## config.mk

```make
export PLATFORM = sky130hd
export DESIGN_NAME = instr_encoder_flat
export DESIGN_NICKNAME = d
export VERILOG_FILES = /design/src/rtl/instr_encoder_if.sv /design/src/rtl/instr_encoder.sv /design/src/flat_wrapper.sv
export SDC_FILE = /design/constraint.sdc
export NUM_CORES = 1
export LEC_CHECK = 0
export CAP_MARGIN = 5
export CORE_ASPECT_RATIO = 1.4
export CORE_MARGIN = 2
export CORE_UTILIZATION = 50
export DETAILED_ROUTE_END_ITERATION = 10
export PLACE_DENSITY = 0.78
export SLEW_MARGIN = 20
export SYNTH_ARGS = -nofsm -noshare
export SYNTH_HDL_FRONTEND = slang
export SYNTH_SLANG_ARGS = --single-unit
```

## constraint.sdc

```tcl
create_clock -name clk -period 2.4 [get_ports clk]
set_input_delay 0.24 -clock clk [delete_from_list [all_inputs] [get_ports clk]]
set_output_delay 0.24 -clock clk [all_outputs]
set_load 0.02 [all_outputs]
```

## src/rtl/instr_encoder_if.sv

```systemverilog
// Handshake bundle between a macro-op producer and the instruction encoder.
// The request channel carries one macro-op; the output channel streams the
// resulting decoder instruction words together with encoder status.
interface instr_encoder_if #(
  parameter int CNT_W = 16
);
  // Request channel (producer -> encoder)
  logic             req_valid;
  logic             req_ready;
  logic [3:0]       req_op;
  logic [5:0]       req_arg;
  logic [11:0]      req_imm;
  logic             req_wide;

  // Instruction word channel (encoder -> decoder)
  logic             out_valid;
  logic             out_ready;
  logic [8:0]       out_instr;

  // Status
  logic             prep_mode;
  logic             err;
  logic [CNT_W-1:0] instr_count;

  // Producer / consumer side, as seen from outside the encoder.
  modport master (
    output req_valid, req_op, req_arg, req_imm, req_wide, out_ready,
    input  req_ready, out_valid, out_instr, prep_mode, err, instr_count
  );

  // Encoder side.
  modport slave (
    input  req_valid, req_op, req_arg, req_imm, req_wide, out_ready,
    output req_ready, out_valid, out_instr, prep_mode, err, instr_count
  );
endinterface

```

## src/rtl/instr_encoder.sv

```systemverilog
// Macro-op to instruction-word encoder.
// Each accepted macro-op expands into one to three 9-bit decoder words:
// single-word ops emit only the op word; prep-class ops first load their
// immediate through a PREP word (and a PSFT word when 12 bits are needed).
// Words are presented with a valid/ready handshake and held while stalled.
module instr_encoder #(
  parameter int CNT_W = 16
) (
  input logic           clk,
  input logic           reset,
  instr_encoder_if.slave bus
);

  typedef enum logic [1:0] {
    IDLE = 2'd0,
    PREP = 2'd1,
    PSFT = 2'd2,
    OP   = 2'd3
  } stateT;

  // Macro-op codes
  localparam logic [3:0] OP_INC  = 4'd0;
  localparam logic [3:0] OP_DEC  = 4'd1;
  localparam logic [3:0] OP_XOR  = 4'd2;
  localparam logic [3:0] OP_XORR = 4'd3;
  localparam logic [3:0] OP_SLL  = 4'd4;
  localparam logic [3:0] OP_SRL  = 4'd5;
  localparam logic [3:0] OP_ANDI = 4'd6;
  localparam logic [3:0] OP_BEQ  = 4'd7;
  localparam logic [3:0] OP_LW   = 4'd8;
  localparam logic [3:0] OP_SW   = 4'd9;
  localparam logic [3:0] OP_SAVE = 4'd10;

  // Decoder opcodes used by the immediate-loading words
  localparam logic [2:0] DEC_PREP = 3'b000;
  localparam logic [2:0] DEC_PSFT = 3'b101;

  // Registered state
  stateT            stateQ;
  logic [3:0]       capOp;
  logic [5:0]       capArg;
  logic [11:0]      capImm;
  logic             capWide;
  logic             outValidQ;
  logic [8:0]       outInstrQ;
  logic             prepModeQ;
  logic             errQ;
  logic [CNT_W-1:0] instrCountQ;

  // Next-state values
  stateT            stateD;
  logic [3:0]       capOpD;
  logic [5:0]       capArgD;
  logic [11:0]      capImmD;
  logic             capWideD;
  logic             outValidD;
  logic [8:0]       outInstrD;
  logic             prepModeD;
  logic             errD;
  logic [CNT_W-1:0] instrCountD;

  logic             handoff;

  function automatic logic isSingleOp(input logic [3:0] op);
    return op <= OP_SRL;
  endfunction

  function automatic logic isPrepOp(input logic [3:0] op);
    return (op >= OP_ANDI) && (op <= OP_SAVE);
  endfunction

  // Final instruction word of a macro-op. INC and DEC share the decoder's
  // increment opcode and select direction through the lastBit.
  function automatic logic [8:0] opWord(input logic [3:0] op, input logic [5:0] arg);
    logic [8:0] word;
    word = '0;
    unique case (op)
      OP_INC:  word = {3'b001, arg[5:1], 1'b1};
      OP_DEC:  word = {3'b001, arg[5:1], 1'b0};
      OP_XOR:  word = {3'b010, arg};
      OP_XORR: word = {3'b011, arg};
      OP_SLL:  word = {3'b100, arg};
      OP_SRL:  word = {3'b101, arg};
      OP_ANDI: word = {3'b000, arg};
      OP_BEQ:  word = {3'b001, arg};
      OP_LW:   word = {3'b010, arg};
      OP_SW:   word = {3'b011, arg};
      OP_SAVE: word = {3'b100, arg};
      default: word = '0;
    endcase
    return word;
  endfunction

  assign handoff = outValidQ && bus.out_ready;

  // Next-state and next-output logic for the expansion sequencer.
  always_comb begin
    // NOTE: every signal written here gets a default first, so no path leaves
    // a value unassigned and no latch can be inferred.
    stateD      = stateQ;
    capOpD      = capOp;
    capArgD     = capArg;
    capImmD     = capImm;
    capWideD    = capWide;
    outValidD   = outValidQ;
    outInstrD   = outInstrQ;
    prepModeD   = prepModeQ;
    errD        = 1'b0;
    instrCountD = instrCountQ;

    if (handoff) begin
      instrCountD = instrCountQ + CNT_W'(1);
    end

    unique case (stateQ)
      IDLE: begin
        if (bus.req_valid) begin
          capOpD   = bus.req_op;
          capArgD  = bus.req_arg;
          capImmD  = bus.req_imm;
          capWideD = bus.req_wide;
          if (isSingleOp(bus.req_op)) begin
            stateD    = OP;
            outValidD = 1'b1;
            outInstrD = opWord(bus.req_op, bus.req_arg);
          end else if (isPrepOp(bus.req_op)) begin
            stateD    = PREP;
            outValidD = 1'b1;
            // A wide immediate loads its upper half first; PSFT shifts it up.
            outInstrD = {DEC_PREP, bus.req_wide ? bus.req_imm[11:6] : bus.req_imm[5:0]};
          end else begin
            errD = 1'b1;
          end
        end
      end

      PREP: begin
        if (handoff) begin
          prepModeD = 1'b1;
          if (capWide) begin
            stateD    = PSFT;
            outInstrD = {DEC_PSFT, capImm[5:0]};
          end else begin
            stateD    = OP;
            outInstrD = opWord(capOp, capArg);
          end
        end
      end

      PSFT: begin
        if (handoff) begin
          stateD    = OP;
          outInstrD = opWord(capOp, capArg);
        end
      end

      OP: begin
        if (handoff) begin
          stateD    = IDLE;
          outValidD = 1'b0;
          // The decoder leaves prep mode once it consumes a prep-class op.
          if (isPrepOp(capOp)) begin
            prepModeD = 1'b0;
          end
        end
      end

      default: begin
        stateD    = IDLE;
        outValidD = 1'b0;
      end
    endcase
  end

  // State and output registers with synchronous reset.
  always_ff @(posedge clk) begin
    // NOTE: state is updated with non-blocking assignments so every register
    // samples the pre-edge values regardless of statement order.
    if (reset) begin
      // NOTE: the design holds no memory arrays, so every register is cleared;
      // this guarantees a mid-request reset leaves no partial sequence behind.
      stateQ      <= IDLE;
      capOp       <= '0;
      capArg      <= '0;
      capImm      <= '0;
      capWide     <= 1'b0;
      outValidQ   <= 1'b0;
      outInstrQ   <= '0;
      prepModeQ   <= 1'b0;
      errQ        <= 1'b0;
      instrCountQ <= '0;
    end else begin
      stateQ      <= stateD;
      capOp       <= capOpD;
      capArg      <= capArgD;
      capImm      <= capImmD;
      capWide     <= capWideD;
      outValidQ   <= outValidD;
      outInstrQ   <= outInstrD;
      prepModeQ   <= prepModeD;
      errQ        <= errD;
      instrCountQ <= instrCountD;
    end
  end

  assign bus.req_ready   = (stateQ == IDLE);
  assign bus.out_valid   = outValidQ;
  assign bus.out_instr   = outInstrQ;
  assign bus.prep_mode   = prepModeQ;
  assign bus.err         = errQ;
  assign bus.instr_count = instrCountQ;

  // A stalled word stays presented and unchanged until it is consumed.
  assertStallHold: assert property (
    @(posedge clk) disable iff (reset)
    (bus.out_valid && !bus.out_ready) |=> (bus.out_valid && $stable(bus.out_instr))
  );

  // Words are only presented while a request is being expanded.
  assertValidOnlyBusy: assert property (
    @(posedge clk) disable iff (reset)
    bus.out_valid |-> !bus.req_ready
  );

endmodule

```

## src/flat_wrapper.sv

```systemverilog
// flat-port wrapper written by rule: the top's interface ports become plain ports
module instr_encoder_flat 
#(
  parameter int CNT_W = 16
)
  (clk, reset, bus_req_valid, bus_req_op, bus_req_arg, bus_req_imm, bus_req_wide, bus_out_ready, bus_req_ready, bus_out_valid, bus_out_instr, bus_prep_mode, bus_err, bus_instr_count);
  instr_encoder_if #(.CNT_W(CNT_W)) bus_i ();
  input logic clk;
  input logic reset;
  input wire logic [$bits(bus_i.req_valid)-1:0] bus_req_valid;
  input wire logic [$bits(bus_i.req_op)-1:0] bus_req_op;
  input wire logic [$bits(bus_i.req_arg)-1:0] bus_req_arg;
  input wire logic [$bits(bus_i.req_imm)-1:0] bus_req_imm;
  input wire logic [$bits(bus_i.req_wide)-1:0] bus_req_wide;
  input wire logic [$bits(bus_i.out_ready)-1:0] bus_out_ready;
  output wire logic [$bits(bus_i.req_ready)-1:0] bus_req_ready;
  output wire logic [$bits(bus_i.out_valid)-1:0] bus_out_valid;
  output wire logic [$bits(bus_i.out_instr)-1:0] bus_out_instr;
  output wire logic [$bits(bus_i.prep_mode)-1:0] bus_prep_mode;
  output wire logic [$bits(bus_i.err)-1:0] bus_err;
  output wire logic [$bits(bus_i.instr_count)-1:0] bus_instr_count;
  assign bus_i.req_valid = bus_req_valid;
  assign bus_i.req_op = bus_req_op;
  assign bus_i.req_arg = bus_req_arg;
  assign bus_i.req_imm = bus_req_imm;
  assign bus_i.req_wide = bus_req_wide;
  assign bus_i.out_ready = bus_out_ready;
  assign bus_req_ready = bus_i.req_ready;
  assign bus_out_valid = bus_i.out_valid;
  assign bus_out_instr = bus_i.out_instr;
  assign bus_prep_mode = bus_i.prep_mode;
  assign bus_err = bus_i.err;
  assign bus_instr_count = bus_i.instr_count;
  instr_encoder #(.CNT_W(CNT_W)) u_core (.clk(clk), .reset(reset), .bus(bus_i));
endmodule
```

==> flow_summary.json <==
{
  "clk-insertion-delay-late_ns": 0.31,
  "crit_fanout": 10,
  "hold_path.class": "register to register",
  "avgRoutedWirePerCell_um": 14.2,
  "seq_area_frac_synth": 0.385,
  "die_height_um": 86.7,
  "start_kind": "register",
  "worst_pin_slew_ns": 0.633,
  "hp-start": "u_core.capArg[1]",
  "multi_input_area_um2": 1370,
  "period_needed_ns": 2.05,
  "timing.final.crit_share": 0.853,
  "ctsResizeCount": 0,
  "timing.rr.end": "u_core.bus.out_instr[8]",
  "status": "complete, no violations",
  "final-max-slew-violation-count": 0,
  "max-cap-violations": 0,
  "synth_cells": 303,
  "cts_setup_buffers": 0,
  "path_clk_slew_ns": 0.10,
  "synth-main-ff-cell": "dfxtp_1",
  "drtPass1Iterations": 5,
  "rr_startpoint": "u_core.stateQ[1]",
  "grt_max_degree": 19,
  "p_sw_w": 0.00116,
  "dp.final_hpwl_mm": 4.37,
  "cts.sinks": 47,
  "design.die.area_um2": 5470,
  "design.core.area_um2": 4770,
  "setup_viol": 0,
  "viasPerCell": 5.63,
  "grt_pass1_wl_mm": 10.0,
  "rrSetupSlack_ns": 0.35,
  "numCtsBuffers": 5,
  "syn_avg_cell_area_um2": 8.06,
  "power_frac_seq": 0.354,
  "final.setup.tns_ns": 0,
  "netlist_area_um2": 2440,
  "vias": 2369,
  "critical_path_required_ns": 2.61,
  "end_kind": "register",
  "antenna_found_initial": 0,
  "layout_commonest_cell": "clkdlybuf4s50_1",
  "timing.slew.headroom": 0.577,
  "syn_nets": 335,
  "combPwrFrac": 0.448,
  "pre_cts_slack_ns": 0.320,
  "power_leakage_nw": 1.16,
  "final-hold-violation-count": 0,
  "postCtsHoldBufs": 0,
  "ant_nets": 0,
  "mostFrequentLayoutCells": "clkdlybuf4s50_1 (55), dfxtp_1 (47), nand2_1 (45)",
  "h-tree-depth": 2,
  "yosysUniqueCellTypes": 52,
  "postLayoutCoreUtil": 0.670,
  "die_x_um": 63.1,
  "drive_above_1_share": 0.0840,
  "overflow": 0,
  "yosysWarnings": 0,
  "clock_path_buffers": 2,
  "cts_root_buf": "clkbuf_8",
  "io_pins": 56,
  "ys_seq_elements": 47,
  "rows": 30,
  "critical_path_class": "register to register",
  "diodes": 0,
  "fin_nets": 388,
  "cts_tree": "built",
  "portBuffers": 55,
  "drt-initial-drc-count": 121,
  "skew_ns": 0.00875,
  "drc": 0,
  "min_to": "u_core.capArg[1]",
  "grt_setup_unrepaired": "false",
  "nFillCells": 427,
  "p_int_w": 0.00185,
  "synth_edf_count": 0,
  "initial_core_util": 0.512,
  "wl_mm": 5.97,
  "rr_worst_depth": 6,
  "worst_ep_arrival_time_ns": 2.26,
  "register_area_um2": 941,
  "worstHoldPathCells": 2,
  "synthArstFlopShare": 0,
  "ir_drop_mv": 0.604,
  "area_growth_pct": 30.8,
  "swShare": 0.387,
  "fmax_mhz": 488,
  "powerDensity_nw_per_um2": 943,
  "clkPwrFrac": 0.198,
  "setup_slack_ns": 0.353,
  "gp_congestion": 0.846,
  "grt_pass1_vias": 2264,
  "grt_util_all_layers": 0.228
}
## critical path: stages, from the launching register on
cell and delay, ns:
dfxtp_1 0.35, inv_1 0.12, ha_1 0.33, o2bb2ai_1 0.18, and2_1 0.28, or2_2 0.41
o221a_2 0.28
## synthesized netlist by cell type, drive strengths merged, types with 2 or more instances
cell    count  area (um2)
a211oi     13        97.6
a21o        5        37.5
a21oi      35         175
a221oi      5        43.8
a311oi      2        17.5
and2        5        31.3
and3        3        18.8
buf         7        30.0
clkbuf     13        48.8
dfxtp      47         941
ha          5        62.6
inv        13        48.8
mux2i       6        60.1
nand2      45         169
nand3       6        40.0
nand4       5        31.3
nor2       16        60.1
nor2b       2        12.5
nor3       12        60.1
nor3b       2        15.0
nor4        2        12.5
o211ai      2        15.0
o21a        2        15.0
o21ai       7        35.0
o221a       2        22.5
o31ai       5        37.5
or2         3        18.8
or3         4        26.3
xnor2       5        43.8
xor2        5        43.8
## worst max-delay path by stage
stage,start,to,slack [ns],depth (start not counted)
4_1_cts,u_core.stateQ[1],u_core.bus.out_instr[8],0.37,6
5_1_grt,u_core.stateQ[0],u_core.bus.out_instr[8],0.22,6
6_report,u_core.stateQ[1],u_core.bus.out_instr[8],0.35,6
3_5_place_dp,bus_out_ready,u_core.bus.instr_count[12],0.32,5
2_1_floorplan,u_core.stateQ[0],u_core.bus.out_instr[8],0.27,9
3_3_place_gp,bus_out_ready,u_core.bus.instr_count[14],0.33,5
## power by group through the flow
stage          clock [W]  combinational (W)  sequential [W]
2_1_floorplan          0           0.000794         0.00114
5_1_grt         0.000646            0.00147         0.00108
3_3_place_gp           0            0.00131         0.00108
3_5_place_dp           0            0.00132         0.00108
6_report        0.000596            0.00135         0.00107
4_1_cts         0.000611            0.00135         0.00106
## layout make-up
type,instances,area share
Clock inverter,3,0.0149
Sequential cell,47,0.295
Tap cell,64,0.0251
Multi-Input combinational cell,223,0.430
Timing Repair Buffer,66,0.198
Clock buffer,5,0.0216
Inverter,13,0.0153
## kinds of logic (layout without fill, tap and decap cells)
group,count (synthesis),after routing,share of synthesized area
and+or+nand+nor,110,110,0.221
AOI/OAI and AO/OA,90,90,0.246
DFF,47,47,0.385
buffers and inverters,33,87,0.0523
xor gates and xnor gates,10,10,0.0359
muxes,7,7,0.0292
adders and majority gates,6,6,0.0297
## metal layers
metal	global-route usage	vias up	part of all wire
li1	-	1195	-
met3	0.0390	14	0.042
met1	0.266	1093	0.43
met2	0.402	67	0.51
met5	0	-	0
met4	0.113	0	0.020
## flip-flops by register name (all words and copies together), names as in the netlist
signal and flops:
u_core.capWide 1, u_core.stateQ 2, u_core.capArg 6, u_core.bus.err 1, u_core.capImm 6, u_core.bus.instr_count 16
u_core.bus.out_valid 1, u_core.bus.prep_mode 1, u_core.capOp 4, u_core.bus.out_instr 9
## through the flow
step	power [W]	area, um2	hold WS [ns]	instances
floorplan	0.00194	2440	0.376	303
global placement	0.00239	3080	0.442	413
detailed placement	0.00240	3080	0.449	413
CTS	0.00302	3190	0.463	421
global route	0.00320	3190	0.489	421
finish	0.00301	3190	0.464	421
Power figures use the tool's default switching activity.
==> RTL edit: new RTL, same flow settings <==
Take the reset off `capImm` and `outInstrQ` and load them in a clocked block of their own.
--- a/src/rtl/instr_encoder.sv
+++ b/src/rtl/instr_encoder.sv
@@ -184,6 +184,4 @@
       capArg      <= '0;
-      capImm      <= '0;
       capWide     <= 1'b0;
       outValidQ   <= 1'b0;
-      outInstrQ   <= '0;
       prepModeQ   <= 1'b0;
@@ -195,6 +193,4 @@
       capArg      <= capArgD;
-      capImm      <= capImmD;
       capWide     <= capWideD;
       outValidQ   <= outValidD;
-      outInstrQ   <= outInstrD;
       prepModeQ   <= prepModeD;
@@ -203,2 +199,7 @@
     end
+  end
+
+  always_ff @(posedge clk) begin
+    capImm    <= capImmD;
+    outInstrQ <= outInstrD;
   end
Formal check against the unedited RTL: not equivalent (a bounded check fails within 4 cycles, from zero or initial values and one cycle with reset high).
==> RTL edit against the unedited design <==
  * Setup slack improved by 35 ps
  * Power is 4.3% lower
  * Register-to-register slack better by 70 ps
  * Utilization rose by 1.3 points
  * Combinational power is 18% lower
  * Area after synthesis is 2.7% lower
  * Wire length decreased by 14%
  * Sequential cell count is the same
  * Final area shrank 3.1%
  * Synthesized cell count is 16% lower
==> RTL edit: results (changes against the unedited design) <==
detail_route.wl_per_cell_um: 13.9  # was 14.2 µm
die_w_um: 62.2  # was 63.1 µm
arrival_ps: 1770  # was 2260 ps
hpwl_um: 3790  # was 4370 µm
drtIter0Drc: 112  # was 121
synthAdderAreaFrac: 0.0263  # was 0.0297
grt_first_pass_wirelength_um: 8650  # was 10000 µm
synth-xor-area-share: 0.0406  # was 0.0359
p_leak_nw: 1.17  # was 1.16 nW
rrSetupSlack_ps: 420  # was 350 ps
synth_fp_nets: 287  # was 335
layout.nets: 340  # was 388
dp.cells: 363  # was 413
netlist_top_cells_count: "37 x nand2_1, 32 x dfxtp_1, 22 x nor2_1"  # was 47 x dfxtp_1, 45 x nand2_1, 35 x a21oi_1
slowest_delay_ps: 660  # was 410 ps
cts_setup_buffers: 0  # unchanged
synthDistinctLibCells: 45  # was 52
multi_input_area_mm2: 0.00118  # was 0.00137 mm²
gr-usage-met2: 0.382  # was 0.402
reg2reg_depth: 4  # was 6
grt_use_met3: 0.0420  # was 0.0390
finalWeightedCongestion: 0.865  # was 0.846
critPathTopFamily: "buffers and inverters"  # was simple AND/OR/NAND/NOR gates
synth.avg_cell_area_um2: 9.31  # was 8.06 µm²
synth_compound_area_frac: 0.158  # was 0.246
critPathMaxFanout: 8  # was 10
first_pass_iters: 4  # was 5
worstReg2RegEnd: "u_core.bus.out_instr[0]$_DFFE_PP_"  # was u_core.bus.out_instr[8]$_SDFFE_PP0P_
totalWireLength_um: 5150  # was 5970 µm
ys_top_cells_by_area: "dfxtp_1 27%, edfxtp_1 19%, nand2_1 5.8%, a21oi_1 4.4%, nor2_1 3.5%"  # was dfxtp_1 39%, a21oi_1 7.2%, nand2_1 6.9%, a211oi_1 4.0%, ha_1 2.6%
grt_max_degree: 23  # was 19
drive_above_1_share: 0.0906  # was 0.0840
synth-edff-count: 15  # was 0
min_from: "u_core.capArg[4]$_SDFFE_PP0P_"  # was u_core.capArg[1]$_SDFFE_PP0P_
fill_cells: 378  # was 427
met1_usage: 0.222  # was 0.266
holdPathEnd: "u_core.capArg[4]$_SDFFE_PP0P_"  # was u_core.capArg[1]$_SDFFE_PP0P_
tightest_slew_ps: 517  # was 633 ps
finClkSkew_ps: 7.75  # was 8.75 ps
critical-path-slowest-cell: "clkdlybuf4s50_1"  # was or2_2
worstReg2RegStart: "u_core.stateQ[0]$_SDFFE_PP0P_"  # was u_core.stateQ[1]$_SDFFE_PP0P_
grt_pass1_vias: 1931  # was 2,264
track_usage: 0.205  # was 0.228
vdd.ir_drop.worst_v: 0.000602  # was 0.000604 V
met1_length_um: 2050  # was 2540 µm
synthMuxAreaShare: 0.0406  # was 0.0292
status: "finished clean"  # unchanged
seq_area_frac_synth: 0.459  # was 0.385
dr_wl_met2_um: 2830  # was 3060 µm
## RTL edit: worst register-to-register path, stage by stage, from the launching register on
cell and delay, ps:
dfxtp_1 430, inv_1 100, ha_1 510, and3_1 350
a221o_1 360
## RTL edit: through the flow
stage          total power [mW]  hold slack [ps]  setup slack [ps]
3_5_place_dp               2.30              448               369
5_1_grt                    3.05              491               262
3_3_place_gp               2.29              443               372
6_report                   2.88              459               388
2_1_floorplan              1.85              339               309
4_1_cts                    2.90              461               388
## RTL edit: area by class of cell
class                           instances  share of cell area
Multi-Input combinational cell        183               0.383
Sequential cell                        47               0.353
Clock buffer                            5              0.0222
Inverter                               12              0.0146
Timing Repair Buffer                   59               0.188
Clock inverter                          3              0.0150
Tap cell                               62              0.0251
## RTL edit: power by group
part	leakage, nW	internal (mW)	switching [mW]
clock	0.0548	0.314	0.284
combinational	0.712	0.489	0.623
sequential	0.403	1.05	0.122
## RTL edit: worst max path at each step
stage	slack [ps]	end	from
3_5_place_dp	370	u_core.bus.out_instr[5]$_DFFE_PP_	bus_req_op[2]
4_1_cts	390	bus_req_ready	u_core.stateQ[1]$_SDFFE_PP0P_
6_report	390	bus_req_ready	u_core.stateQ[0]$_SDFFE_PP0P_
2_1_floorplan	310	u_core.bus.out_instr[0]$_DFFE_PP_	u_core.stateQ[0]$_SDFFE_PP0P_
3_3_place_gp	370	u_core.bus.out_instr[5]$_DFFE_PP_	bus_req_op[2]
5_1_grt	260	u_core.stateQ[0]$_SDFFE_PP0P_	u_core.stateQ[1]$_SDFFE_PP0P_
## RTL edit: kinds of logic (layout without fill, tap and decap cells)
kind of cell | Yosys count | in the layout
xor+xnor | 11 | 11
fa+ha+maj | 5 | 5
compound gates | 56 | 56
flops | 47 | 47
simple gates | 102 | 102
buf+inv | 25 | 79
mux | 9 | 9
